**config.mk**
```make
export PLATFORM = sky130hd
export DESIGN_NAME = lsu_ctrl
export DESIGN_NICKNAME = d
export VERILOG_FILES = /design/src/rtl/lsu_ctrl.sv
export SDC_FILE = /design/constraint.sdc
export NUM_CORES = 1
export LEC_CHECK = 0
export BUFFER_PORTS_ARGS = -buffer_cell sky130_fd_sc_hd__buf_2
export CAP_MARGIN = 40
export CORE_UTILIZATION = 42
export CTS_CLUSTER_SIZE = 30
export DETAILED_ROUTE_END_ITERATION = 12
export PLACE_DENSITY = 0.78
export SKIP_LAST_GASP = 1
export SLEW_MARGIN = 20
export SYNTH_ARGS = -nofsm -noshare
export SYNTH_HDL_FRONTEND = slang
export SYNTH_SLANG_ARGS = --single-unit
```
**constraint.sdc**
```tcl
create_clock -name clk_i -period 4.6 [get_ports clk_i]
set_input_delay 0.69 -clock clk_i [delete_from_list [all_inputs] [get_ports clk_i]]
set_output_delay 0.69 -clock clk_i [all_outputs]
set_load 0.02 [all_outputs]
```
**src/rtl/lsu_ctrl.sv**
```systemverilog
// Load/store unit control: address generation, fault checks,
// 3-cycle load handshake with the memory arbiter and writeback.
module lsu_ctrl #(
  parameter int unsigned MEM_BYTES = 8192
) (
  input  logic        clk_i,
  input  logic        rst_n_i,
  input  logic        req_valid_i,
  input  logic        is_store_i,
  input  logic [2:0]  funct3_i,
  input  logic [31:0] base_i,
  input  logic [31:0] imm_i,
  input  logic [31:0] store_data_i,
  input  logic [4:0]  rd_idx_i,
  input  logic        flush_i,
  input  logic [31:0] load_rdata_i,
  output logic [31:0] lsu_addr_ex_o,
  output logic [31:0] lsu_wr_data_o,
  output logic [3:0]  bytemask_unshifted_o,
  output logic        signed_o,
  output logic        lsu_read_o,
  output logic        lsu_write_o,
  output logic        lsu_stall_o,
  output logic        wb_valid_o,
  output logic [4:0]  wb_rd_o,
  output logic [31:0] wb_data_o,
  output logic        exc_valid_o,
  output logic [3:0]  exc_cause_o,
  output logic [31:0] exc_addr_o
);

  localparam int AW = $clog2(MEM_BYTES);

  typedef enum logic [1:0] {
    S_IDLE,
    S_LD1,
    S_LD2
  } state_t;

  state_t      r_state;
  state_t      w_next;
  logic [31:0] w_addr;
  logic        w_accept;
  logic        w_illegal;
  logic        w_misal;
  logic        w_afault;
  logic        w_fault;
  logic [3:0]  w_cause;
  logic        w_ld_ok;
  logic        w_st_ok;
  logic        w_busy;

  logic        r_signed;
  logic        r_wb_en;
  logic        r_wb_valid;
  logic [4:0]  r_wb_rd;
  logic [31:0] r_wb_data;
  logic        r_exc_valid;
  logic [3:0]  r_exc_cause;
  logic [31:0] r_exc_addr;

  assign w_addr    = base_i + imm_i;
  assign w_busy    = (r_state == S_LD1) | (r_state == S_LD2);
  assign w_accept  = rst_n_i & req_valid_i & (r_state == S_IDLE) & ~flush_i;

  assign w_illegal = is_store_i ? (funct3_i >= 3'd3)
                                : ((funct3_i == 3'd3) | (funct3_i[2:1] == 2'b11));
  assign w_misal   = ((funct3_i[1:0] == 2'b01) & w_addr[0])
                   | ((funct3_i[1:0] == 2'b10) & (|w_addr[1:0]));
  assign w_afault  = |w_addr[31:AW];
  assign w_fault   = w_illegal | w_misal | w_afault;

  // Priority order matters: illegal beats misaligned beats range fault.
  always_comb begin
    w_cause = 4'd0;
    if (w_illegal)     w_cause = 4'd2;
    else if (w_misal)  w_cause = is_store_i ? 4'd6 : 4'd4;
    else if (w_afault) w_cause = is_store_i ? 4'd7 : 4'd5;
  end

  assign w_ld_ok = w_accept & ~is_store_i & ~w_fault;
  assign w_st_ok = w_accept & is_store_i & ~w_fault;

  assign lsu_addr_ex_o = w_addr;
  assign lsu_wr_data_o = store_data_i;
  assign lsu_read_o    = w_ld_ok;
  assign lsu_write_o   = w_st_ok;
  assign lsu_stall_o   = rst_n_i & w_busy;
  assign signed_o      = w_ld_ok ? ~funct3_i[2] : r_signed;

  always_comb begin
    bytemask_unshifted_o = 4'b0000;
    case (funct3_i[1:0])
      2'b00:   bytemask_unshifted_o = 4'b0001;
      2'b01:   bytemask_unshifted_o = 4'b0011;
      2'b10:   bytemask_unshifted_o = 4'b1111;
      default: bytemask_unshifted_o = 4'b0000;
    endcase
  end

  always_comb begin
    w_next = r_state;
    case (r_state)
      S_IDLE:  if (w_ld_ok) w_next = S_LD1;
      S_LD1:   w_next = flush_i ? S_IDLE : S_LD2;
      S_LD2:   w_next = S_IDLE;
      default: w_next = S_IDLE;
    endcase
  end

  always_ff @(posedge clk_i) begin
    if (!rst_n_i) r_state <= S_IDLE;
    else          r_state <= w_next;
  end

  always_ff @(posedge clk_i) begin
    if (!rst_n_i) begin
      r_signed    <= 1'b0;
      r_wb_en     <= 1'b0;
      r_wb_valid  <= 1'b0;
      r_wb_rd     <= 5'd0;
      r_wb_data   <= 32'd0;
      r_exc_valid <= 1'b0;
      r_exc_cause <= 4'd0;
      r_exc_addr  <= 32'd0;
    end else begin
      r_exc_valid <= w_accept & w_fault;
      if (w_accept & w_fault) begin
        r_exc_cause <= w_cause;
        r_exc_addr  <= w_addr;
      end
      if (w_ld_ok) begin
        r_signed <= ~funct3_i[2];
        r_wb_rd  <= rd_idx_i;
        r_wb_en  <= |rd_idx_i;
      end
      // A flush during the last wait cycle kills the writeback.
      r_wb_valid <= (r_state == S_LD2) & ~flush_i & r_wb_en;
      if ((r_state == S_LD2) && !flush_i)
        r_wb_data <= load_rdata_i;
    end
  end

  assign wb_valid_o  = r_wb_valid;
  assign wb_rd_o     = r_wb_rd;
  assign wb_data_o   = r_wb_data;
  assign exc_valid_o = r_exc_valid;
  assign exc_cause_o = r_exc_cause;
  assign exc_addr_o  = r_exc_addr;

endmodule

```
=== Word-level counts from Yosys, hierarchy flattened ===
Cells that the tools add are included.

* Bits in registers: 79
* Latch bits: 0
* RAM bits: 0
* Memory bits (read-only): 0
* Input bits: 141
* Logic and storage cells: 58
* Memories kept: 0

* $add $sub $neg: 1
* Multiply operators: 0
* Div/mod/pow operators: 0
* Order comparisons: 1
* Eq/ne operators: 7
* Shift operators: 0
* Multiplexer cells: 11
* Bitwise gates (word level): 22
* Reductions and logical operators: 7

{| class="wikitable"
|+ Operators by type and width
! kind !! number
|-
| $add A32 B32 Y32 || 1
|-
| $reduce_or A19 Y1 || 1
|-
| $and A1 B1 Y1 || 13
|-
| $pmux W4 S3 || 1
|-
| $mux W3 || 3
|-
| $mux W2 || 4
|-
| $eq A2 B2 Y1 const B || 3
|-
| $or A1 B1 Y1 || 5
|-
| $reduce_or A5 Y1 || 1
|-
| $eq A2 B1 Y1 const B || 2
|-
| $logic_not A2 Y1 || 2
|-
| $not A1 Y1 || 4
|-
| $pmux W2 S2 || 1
|-
| $eq A3 B2 Y1 const B || 1
|-
| $ge A3 B2 Y1 const B || 1
|-
| $mux W1 || 2
|-
| $ne A2 B2 Y1 const B || 1
|-
| $reduce_or A2 Y1 || 1
|-
| $logic_and A1 B1 Y1 || 1
|-
| $logic_not A1 Y1 || 1
|}

=== Depth between registers and ports, before layout ===
Gate-level depths: netlist of run 1.

* Depth after elaboration: 10
* Mapped depth: 14
* Gate-level depth less buffers: 13

=== Least setup slack after synthesis of run 1 ===
Ideal clock, no wire load.

* Kind: in2out
* Start point: in base_i[0]
* End point: out lsu_write_o
* Data arrival time: 4.247 ns
* Setup slack: -0.337 ns
* Stages: 13
* Path buffers: 2
* Cell sequence: ha_1 -> inv_1 -> fa_1 -> nor2b_1 -> o2111ai_1 -> a21o_1 -> a2111oi_0 -> o221ai_1 -> xnor2_1 -> or4_1 -> buf_2 -> buf_2 -> nor4_1

* Elaborated cells between the ends (all ways): 10
* Classes of those cells: add/sub: 1; bitwise: 7; reduce/logical: 2

{| class="wikitable"
|+ RTL lines
! item !! line !! source
|-
| from (decl) || 11 || <nowiki>input logic [31:0] base_i,</nowiki>
|-
| $add A32 B32 Y32 || 62 || <nowiki>assign w_addr = base_i + imm_i;</nowiki>
|-
| named net lsu_addr_ex_o[28] || 17 || <nowiki>output logic [31:0] lsu_addr_ex_o,</nowiki>
|-
| $reduce_or A19 Y1 || 70 || <nowiki>assign w_afault = |w_addr[31:AW];</nowiki>
|-
| $or A1 B1 Y1 || 71 || <nowiki>assign w_fault = w_illegal | w_misal | w_afault;</nowiki>
|-
| $not A1 Y1 || 82 || <nowiki>assign w_st_ok = w_accept & is_store_i & ~w_fault;</nowiki>
|-
| $and A1 B1 Y1 || 82 ||
|-
| to (decl) || 22 || <nowiki>output logic lsu_write_o,</nowiki>
|}

The timed path passes the listed nets, and every way through them passes these cells.

=== Worst setup path after layout of run 1 ===
* Start point: in base_i[15]
* End point: out signed_o

* Longest elaborated chain between the ends: 6

{| class="wikitable"
|+ Ends and longest elaborated chain
! item !! line !! source
|-
| $add A32 B32 Y32 || 62 ||
|-
| $reduce_or A19 Y1 || 70 ||
|-
| $or A1 B1 Y1 || 71 ||
|-
| $not A1 Y1 || 81 || <nowiki>assign w_ld_ok = w_accept & ~is_store_i & ~w_fault;</nowiki>
|-
| $and A1 B1 Y1 || 81 ||
|-
| $mux W1 || -- ||
|-
| to (decl) || 20 || <nowiki>output logic signed_o,</nowiki>
|}

Every way passes these cells.

==> results.json, run 1 <==
{
  "route.met2.wl_microns": 8540,
  "grt_max_degree": 47,
  "ys.flop_type": "dfxtp_1",
  "slew_viol_final": 0,
  "placed_area_sq_um": 7110,
  "synth_area_leaders": "dfxtp_1, nand2_1, ha_1, a21oi_1, buf_4",
  "drt-met1-wl_microns": 7630,
  "drv_cap": 0,
  "netlist.area_leader.share": 0.284,
  "grt_setup_unrepaired": "no",
  "first_pass_iters": 5,
  "rows": 41,
  "grt.total_usage": 0.257,
  "vias_per_cell": 5.43,
  "cts.sinks": 78,
  "hold_path_class": "reg -> reg",
  "clk_latency_ns": 0.33,
  "die_area_sq_um": 13600,
  "wl_met3_microns": 1460,
  "final_hold_viol_count": 0,
  "yosys_warnings": 0,
  "grt_first_pass_wirelength_microns": 27100,
  "vias": 6237,
  "pre_cts_ws_ns": -0.193,
  "syn_to_final_growth_pct": 38.4,
  "fp.dieH_microns": 117,
  "min_period_ns": 4.48,
  "cts_tree": "yes",
  "wire_per_inst_microns": 15.7,
  "first_global_vias": 5574,
  "htreeDepth": 3,
  "num-nets-final": 1152,
  "skew_ns": 0.00579,
  "peakVddDrop_mv": 0.200,
  "hpwl_microns": 14200,
  "yosysSeqAreaShare": 0.284,
  "synth-seq-cells": 78,
  "drc_errors": 0,
  "finalNonFillerCells": 1149,
  "routed.top_layer": "met4",
  "numCtsBuffers": 9,
  "routed_wl_microns": 18100,
  "slew_headroom": 0.528,
  "antenna_cells": 0,
  "cts_hold_buf": 0,
  "synth_area_leader_cell": "dfxtp_1",
  "num_io_pins": 288,
  "required_ns": 3.91,
  "status": "complete, no violations",
  "layout-drive-gt1-share": 0.376,
  "cts_buffer_depth": 2,
  "fp.coreArea_sq_um": 12700,
  "end_kind": "output port",
  "synth.distinct_cells": 67,
  "syn-num-nets": 907,
  "die_x_microns": 117,
  "final_area_sq_um": 7620,
  "cellLeakagePower_uw": 0.00364,
  "setup_viol_count_final": 0,
  "fmaxAchievable_mhz": 223,
  "cts_root_buffer": "clkbuf_16",
  "io_buffers": 222,
  "grt_overflow": 0,
  "synth_edf_count": 0,
  "first_iter_violations": 414,
  "initial_core_util": 0.433,
  "ant_nets": 0,
  "p_per_area_nw_per_um2": 309,
  "crit_type": "in -> out",
  "synth.avg_cell_area_sq_um": 7.58,
  "synthCells": 727,
  "synth_most_common_cell": "nand2_1",
  "fin_crit_sh": 0.974,
  "synth_common_cells": "nand2_1, a21oi_1, dfxtp_1",
  "antenna_found_initial": 0,
  "ys_async_sr_fraction": 0,
  "cp.arrival_ns": 3.79,
  "syn-cell-area_sq_um": 5510,
  "setup_slack_ns": 0.121,
  "path_max_fanout": 3,
  "place_congestion": 0.962,
  "path_clk_slew_ns": 0.06,
  "dp_cells": 1132,
  "worst_pin_slew_ns": 0.700,
  "start_kind": "primary input"
}
==> critical path: stages <==
cell and delay (ns):
buf_2 0.10, ha_1 0.32, a21oi_1 0.25, o21ai_0 0.22, nor2_1 0.24, a31oi_4 0.13, or4b_1 0.53, and3_4 0.16
or4_4 0.50, or4_4 0.44, nand2_2 0.09, buf_6 0.11
==> final timing paths <==
path,from,cells past startpoint,slack (ns),to
max reg2reg,r_state[0],8,2.40,r_wb_en
max,base_i[15],12,0.12,signed_o
min,wb_data_o[0],2,0.45,wb_data_o[0]
min reg2reg,wb_data_o[0],2,0.45,wb_data_o[0]
==> repair_timing <==
item                                   4_1_cts  5_1_grt
pin swaps                                    2       16
gates resized for setup                     10       27
endpoints found under the hold margin        0        0
gates cloned                                 0        0
setup buffers                                0        1
setup endpoints to repair                    2        3
==> where the power goes <==
group	leakage, uW	total [uW]	internal, uW	switching [uW]
clock network	0.000163	791	484	306
registers	0.000632	707	696	11.0
logic	0.00284	861	348	513
==> kinds of logic (layout without fill, tap and decap cells) <==
| group | count (synthesis) | count (layout) | share of synthesized area |
|---|---|---|---|
| flip-flops | 78 | 78 | 0.284 |
| AND/OR/NAND/NOR | 267 | 267 | 0.227 |
| other | 1 | 1 | 0.000681 |
| buffers and inverters | 104 | 354 | 0.0965 |
| AO/OA/AOI/OAI | 190 | 190 | 0.220 |
| adder cells (fa/ha/maj) | 39 | 39 | 0.0900 |
| multiplexers | 23 | 23 | 0.0423 |
| XOR/XNOR | 25 | 25 | 0.0398 |
==> area by class of cell <==
type,instances,area (sq um)
Sequential cell,78,1560
Timing Repair Buffer,311,1800
Multi-Input combinational cell,545,3610
Tap cell,172,215
Inverter,27,101
Fill cell,1174,5100
Clock buffer,9,225
Clock inverter,7,103
==> layout by cell type (no fill, tap or decap), types with 7 or more instances in the layout <==
master and n:
a211oi_1 7, inv_1 26, or4_1 7, nand2_1 151, ha_1 36, a21oi_1 76
nand4_1 17, xnor2_1 12, buf_2 220, dfxtp_1 78, o31ai_1 9, o21ai_0 21
a21o_1 11, a31oi_1 13, mux2i_1 21, xor2_1 12, nor2_1 21, clkbuf_16 9
nor3_1 8, and3_1 7, and2_1 7, buf_4 88, nand3_1 15
==> per-stage QoR <==
| stage | hold WS, ns | TNS, ns | utilization | power, uW |
|---|---|---|---|---|
| 4_1_cts | 0.454 | 0 | 0.589 | 2340 |
| 5_1_grt | 0.470 | 0 | 0.599 | 2460 |
| 2_1_floorplan | 0.451 | -0.0243 | - | 1220 |
| 3_3_place_gp | 0.439 | -0.0834 | 0.558 | 1530 |
| 6_report | 0.450 | 0 | 0.599 | 2360 |
| 3_5_place_dp | 0.445 | -0.256 | 0.559 | 1540 |
==> sequential cells by signal, summed over array words and instances (netlist names) <==
register	count
r_state	2
r_signed	1
wb_rd_o	5
wb_valid_o	1
wb_data_o	32
exc_cause_o	3
exc_addr_o	32
r_wb_en	1
exc_valid_o	1
==> per-layer routing <==
metal | GRT usage | up-vias
met1 | 0.318 | 2846
met5 | 0 | -
met2 | 0.433 | 299
met4 | 0.115 | 0
li1 | - | 3053
met3 | 0.0493 | 39
No activity file was read; power rests on OpenSTA's default activity.
==> run 2, diff against run 1 <==
--- a/config.mk
+++ b/config.mk
@@ -7,10 +7,11 @@
 export LEC_CHECK = 0
 export BUFFER_PORTS_ARGS = -buffer_cell sky130_fd_sc_hd__buf_2
 export CAP_MARGIN = 40
-export CORE_UTILIZATION = 42
+export CORE_UTILIZATION = 45
 export CTS_CLUSTER_SIZE = 30
 export DETAILED_ROUTE_END_ITERATION = 12
-export PLACE_DENSITY = 0.78
+export GPL_TIMING_DRIVEN = 0
+export PLACE_DENSITY = 0.8
 export SKIP_LAST_GASP = 1
 export SLEW_MARGIN = 20
 export SYNTH_ARGS = -nofsm -noshare
==> constraint.sdc (replaced) <==
create_clock -name clk_i -period 5.3 [get_ports clk_i]
set_input_delay 0.795 -clock clk_i [delete_from_list [all_inputs] [get_ports clk_i]]
set_output_delay 0.795 -clock clk_i [all_outputs]
set_load 0.02 [all_outputs]
==> run 2 against run 1 <==
Utilization up 2.0 points; sequential power down 13%; via count down 1.0%; critical endpoint unchanged; largest power group unchanged.
==> results.json, run 2 (same netlist as run 1, synthesis figures left out) <==
{
  "status": "complete, no violations",
  "setup_slack_ns": 0.166,
  "total_power_uw": 1960,
  "cts_root_buffer": "clkbuf_16",
  "busiest_layer": "met2",
  "power.switching_uw": 699,
  "drv_cap": 0,
  "cts_hold_buf": 0,
  "final.setup.tns_ns": 0,
  "setup_viol_count_final": 0,
  "cp_slowest_cell": "or4_1",
  "start_kind": "primary input",
  "layout-drive-gt1-share": 0.340,
  "routed_wl_microns": 17300,
  "clkPwrFrac": 0.344,
  "path_max_fanout": 8,
  "place_congestion": 0.968,
  "internal_power_uw": 1260,
  "numCtsBuffers": 9,
  "grt_first_pass_wirelength_microns": 26900,
  "pre_cts_ws_ns": -0.174,
  "combinationalPowerShare": 0.344,
  "crit_path_frequent_cell": "buf_2",
  "hold_path_class": "reg -> reg",
  "ant_nets": 0,
  "hpwl_microns": 13700,
  "clk_latency_ns": 0.33,
  "r2r-end": "r_wb_en",
  "min_period_ns": 5.13,
  "hold_end": "wb_data_o[17]",
  "end_kind": "output port",
  "rr_worst_depth": 8,
  "use_met1": 0.334,
  "rows": 40,
  "max_stage_delay_ns": 0.50,
  "path_clk_slew_ns": 0.06,
  "fin_crit_sh": 0.969,
  "cts.sinks": 78,
  "fp.dieH_microns": 113,
  "io_buffers": 254,
  "reg2reg_setup_slack_ns": 2.88,
  "drc_errors": 0,
  "p_per_area_nw_per_um2": 265,
  "first_global_vias": 5544,
  "antenna_found_initial": 1,
  "final_hold_viol_count": 0,
  "wire_per_inst_microns": 15.1,
  "grt_max_degree": 16,
  "layout_commonest_cell": "buf_2",
  "cp.arrival_ns": 4.34,
  "vias": 6173,
  "min_path_cells": 2,
  "crit_type": "in -> out",
  "cts_tree": "yes",
  "grtUsageMet2": 0.447,
  "required_ns": 4.51,
  "slew_viol_final": 0,
  "seqPwrFrac": 0.312,
  "num_io_pins": 288,
  "num-nets-final": 1171,
  "fmaxAchievable_mhz": 195,
  "met3_usage": 0.0556,
  "final_area_sq_um": 7410,
  "finalNonFillerCells": 1144,
  "die_x_microns": 113,
  "crit_chain": "buf_2, ha_1, inv_1, fa_1, nor2b_2, o2111ai_4, a21o_1, a2111oi_4, o221ai_2, xnor2_2, or4_1, buf_2, or4_1, nand2_1, buf_2",
  "worst_pin_slew_ns": 0.695,
  "grt_setup_unrepaired": "no",
  "skew_ns": 0.00872,
  "grt_overflow": 0,
  "vias_per_cell": 5.40,
  "peakVddDrop_mv": 0.204,
  "slew_headroom": 0.532,
  "first_iter_violations": 489,
  "fp.coreArea_sq_um": 12000,
  "final_cell_mix": "buf_2, nand2_1, dfxtp_1",
  "grt.total_usage": 0.265,
  "dp_cells": 1128,
  "cellLeakagePower_uw": 0.00355,
  "p_sw_frac": 0.356,
  "hp-start": "wb_data_o[17]",
  "cts_buffer_depth": 2,
  "syn_to_final_growth_pct": 34.5,
  "first_pass_iters": 5,
  "die_area_sq_um": 12700,
  "htreeDepth": 3,
  "initial_core_util": 0.460,
  "placed_area_sq_um": 6960,
  "reg2reg_from": "r_state[0]"
}
run 2: metrics by stage:
stage / util / hold slack (ns)
6_report: 0.619 / 0.450
5_1_grt: 0.619 / 0.467
4_1_cts: 0.612 / 0.452
3_5_place_dp: 0.582 / 0.443
3_3_place_gp: 0.582 / 0.438
2_1_floorplan: - / 0.451
run 2: power by group through the flow:
stage,combinational [uW],sequential (uW),clock (uW)
floorplan,405,647,0
global route,730,615,712
CTS,654,613,689
finish,675,613,675
detailed placement,648,626,0
global placement,644,625,0
run 2: critical path: cells and delay by family:
kind	cells	cell delay, ns
adders and majority gates	2	0.62
buffers and inverters	4	0.48
and+or+nand+nor	4	1.26
AOI/OAI and AO/OA	4	1.00
xor gates and xnor gates	1	0.20
run 2: layout make-up:
| cell class | count | area, sq um |
|---|---|---|
| Fill cell | 1142 | 4560 |
| Multi-Input combinational cell | 545 | 3520 |
| Sequential cell | 78 | 1560 |
| Timing Repair Buffer | 256 | 1290 |
| Buffer | 74 | 419 |
| Clock buffer | 9 | 225 |
| Tap cell | 147 | 184 |
| Clock inverter | 7 | 105 |
| Inverter | 27 | 101 |
| Antenna cell | 1 | 2.50 |
run 2: worst max path at each step:
| stage | start | end | cells after the start |
|---|---|---|---|
| after floorplan | base_i[0] | lsu_write_o | 13 |
| after global placement | base_i[0] | signed_o | 15 |
| after detailed placement | base_i[0] | signed_o | 15 |
| after CTS | base_i[12] | signed_o | 14 |
| after global routing | base_i[0] | signed_o | 15 |
| final | base_i[0] | signed_o | 15 |
run 2: routing by layer:
layer,share of wire,vias up
li1,-,3102
met1,0.43,2768
met2,0.47,269
met3,0.072,34
met4,0.025,0
met5,0,-
run 2: timing repair:
action,CTS,global route
pin swaps,0,4
endpoints found under the setup margin,3,3
buffers inserted,0,2
endpoints found under the hold margin,0,0
gates resized for setup,5,18
==> run 3, diff against run 2 <==
--- a/config.mk
+++ b/config.mk
@@ -7,6 +7,7 @@
 export LEC_CHECK = 0
 export BUFFER_PORTS_ARGS = -buffer_cell sky130_fd_sc_hd__buf_2
 export CAP_MARGIN = 40
+export CORE_MARGIN = 10
 export CORE_UTILIZATION = 45
 export CTS_CLUSTER_SIZE = 30
 export DETAILED_ROUTE_END_ITERATION = 12
==> run 3 against run 2 <==
Critical path depth shrank 1; worst setup slack lost 0.027 ns; cell count is the same; sequential power is essentially flat; combinational power grew 1%; clock skew shrank 0.0035 ns; clock power shrank 14%; via count grew 1.6%; die area grew 35%; global-route usage shrank 4.7 points; critical path type unchanged; largest cell class unchanged; highest routed layer unchanged.
==> results.json, run 3 (same netlist as run 1, synthesis figures left out) <==
{
  "status": "complete, no violations",
  "max_stage_delay_ns": 0.50,
  "start_kind": "primary input",
  "placed_area_sq_um": 6960,
  "layout-drive-gt1-share": 0.341,
  "cts_buffer_depth": 2,
  "hold_path_class": "reg -> reg",
  "reg2reg_setup_slack_ns": 3.00,
  "place_congestion": 0.978,
  "drc_errors": 0,
  "path_clk_slew_ns": 0.06,
  "first_iter_violations": 390,
  "dp_cells": 1128,
  "hpwl_microns": 16400,
  "fp.dieH_microns": 131,
  "cellLeakagePower_uw": 0.00353,
  "antenna_found_initial": 0,
  "drv_cap": 0,
  "clk_latency_ns": 0.33,
  "routed_wl_microns": 20100,
  "rr_worst_depth": 8,
  "grt.total_usage": 0.218,
  "min_path_cells": 2,
  "htreeDepth": 3,
  "final_hold_viol_count": 0,
  "initial_core_util": 0.459,
  "die_area_sq_um": 17100,
  "grt_setup_unrepaired": "no",
  "p_per_area_nw_per_um2": 255,
  "worst_pin_slew_ns": 0.694,
  "min_period_ns": 5.16,
  "rows": 40,
  "num_io_pins": 288,
  "wire_per_inst_microns": 17.6,
  "final_area_sq_um": 7360,
  "skew_ns": 0.00520,
  "reg2reg_from": "r_state[0]",
  "end_kind": "output port",
  "hold_end": "wb_data_o[23]",
  "final_cell_mix": "buf_2, nand2_1, dfxtp_1",
  "fmaxAchievable_mhz": 194,
  "crit_path_frequent_cell": "buf_2",
  "multiInputGateArea_sq_um": 3520,
  "finalNonFillerCells": 1144,
  "cp_slowest_cell": "or4_1",
  "layout_commonest_cell": "buf_2",
  "fillers": 1116,
  "slew_headroom": 0.532,
  "r2r-end": "r_wb_en",
  "setup_viol_count_final": 0,
  "cts_hold_buf": 0,
  "antenna_cells": 0,
  "peakVddDrop_mv": 0.153,
  "grt_first_pass_wirelength_microns": 29900,
  "cts.sinks": 78,
  "grt_overflow": 0,
  "vias_per_cell": 5.48,
  "required_ns": 4.51,
  "fin_util": 0.613,
  "crit_buf_inv": 4,
  "grt_max_degree": 16,
  "cts_root_buffer": "clkbuf_16",
  "cp.arrival_ns": 4.37,
  "path_max_fanout": 10,
  "first_pass_iters": 5,
  "slew_viol_final": 0,
  "first_global_vias": 5843,
  "numCtsBuffers": 9,
  "fp.coreArea_sq_um": 12000,
  "pre_cts_ws_ns": -0.257,
  "num-nets-final": 1172,
  "hp-start": "wb_data_o[23]",
  "die_x_microns": 131,
  "cp_top_family": "simple AND/OR/NAND/NOR gates",
  "vias": 6271,
  "crit_chain": "buf_2, ha_1, a21o_1, a21oi_1, a21o_1, a31oi_2, or4b_1, and3_4, or4_1, buf_2, buf_2, o31ai_1, nand2_1, buf_2",
  "setup_slack_ns": 0.139,
  "crit_type": "in -> out",
  "syn_to_final_growth_pct": 33.6,
  "ant_nets": 0,
  "ff_latch_area_sq_um": 1560,
  "fin_crit_sh": 0.974,
  "cts_tree": "yes",
  "io_buffers": 254
}
run 3: tightest hold or removal path, cell delays in order (launching register included):
cell	delay (ns)
dfxtp_1	0.31
nand2_1	0.05
a21oi_1	0.05
run 3: cell type report:
type | count | area share
plain buffers | 74 | 0.0570
clock buffers | 9 | 0.0306
clock inverters | 7 | 0.00765
inverters | 27 | 0.0138
multi-input cells | 545 | 0.478
flip-flops and latches | 78 | 0.212
well taps | 147 | 0.0250
repair buffers | 257 | 0.176
run 3: stage by stage:
| stage | total power, uW | hold WS, ns | TNS, ns |
|---|---|---|---|
| floorplan | 1050 | 0.451 | 0 |
| global placement | 1280 | 0.439 | -0.518 |
| detailed placement | 1280 | 0.444 | -0.556 |
| CTS | 1860 | 0.453 | 0 |
| global route | 1970 | 0.471 | 0 |
| finish | 1880 | 0.452 | 0 |
run 3: timing repair:
item                                    in CTS  in global routing
endpoints found under the setup margin       3                  3
gates cloned                                 0                  0
pin swaps                                    1                  3
resized for setup                            5                 16
buffers inserted                             1                  2
run 3: how the worst max path moves through the flow:
stage                   start           to  slack, ns  depth (start not counted)
CTS                 base_i[0]     signed_o       0.02                         16
floorplan           base_i[0]  lsu_write_o       0.15                         13
finish              base_i[4]     signed_o       0.14                         14
detailed placement  base_i[0]     signed_o      -0.26                         16
global placement    base_i[0]  lsu_write_o      -0.24                         15
global route        base_i[0]     signed_o       0.01                         15
run 3: report_power, final:
| group | total [uW] | internal, uW | switching (uW) |
|---|---|---|---|
| logic | 685 | 241 | 445 |
| registers | 613 | 604 | 8.78 |
| clock network | 578 | 322 | 256 |
| total | 1880 | 1170 | 709 |
run 3: metal layers:
layer	vias to the layer above	wire length, microns	track usage
met2	260	9580	0.363
met5	-	0	0
met1	2880	8230	0.263
met3	32	1830	0.0661
li1	3099	-	-
met4	0	445	0.0680
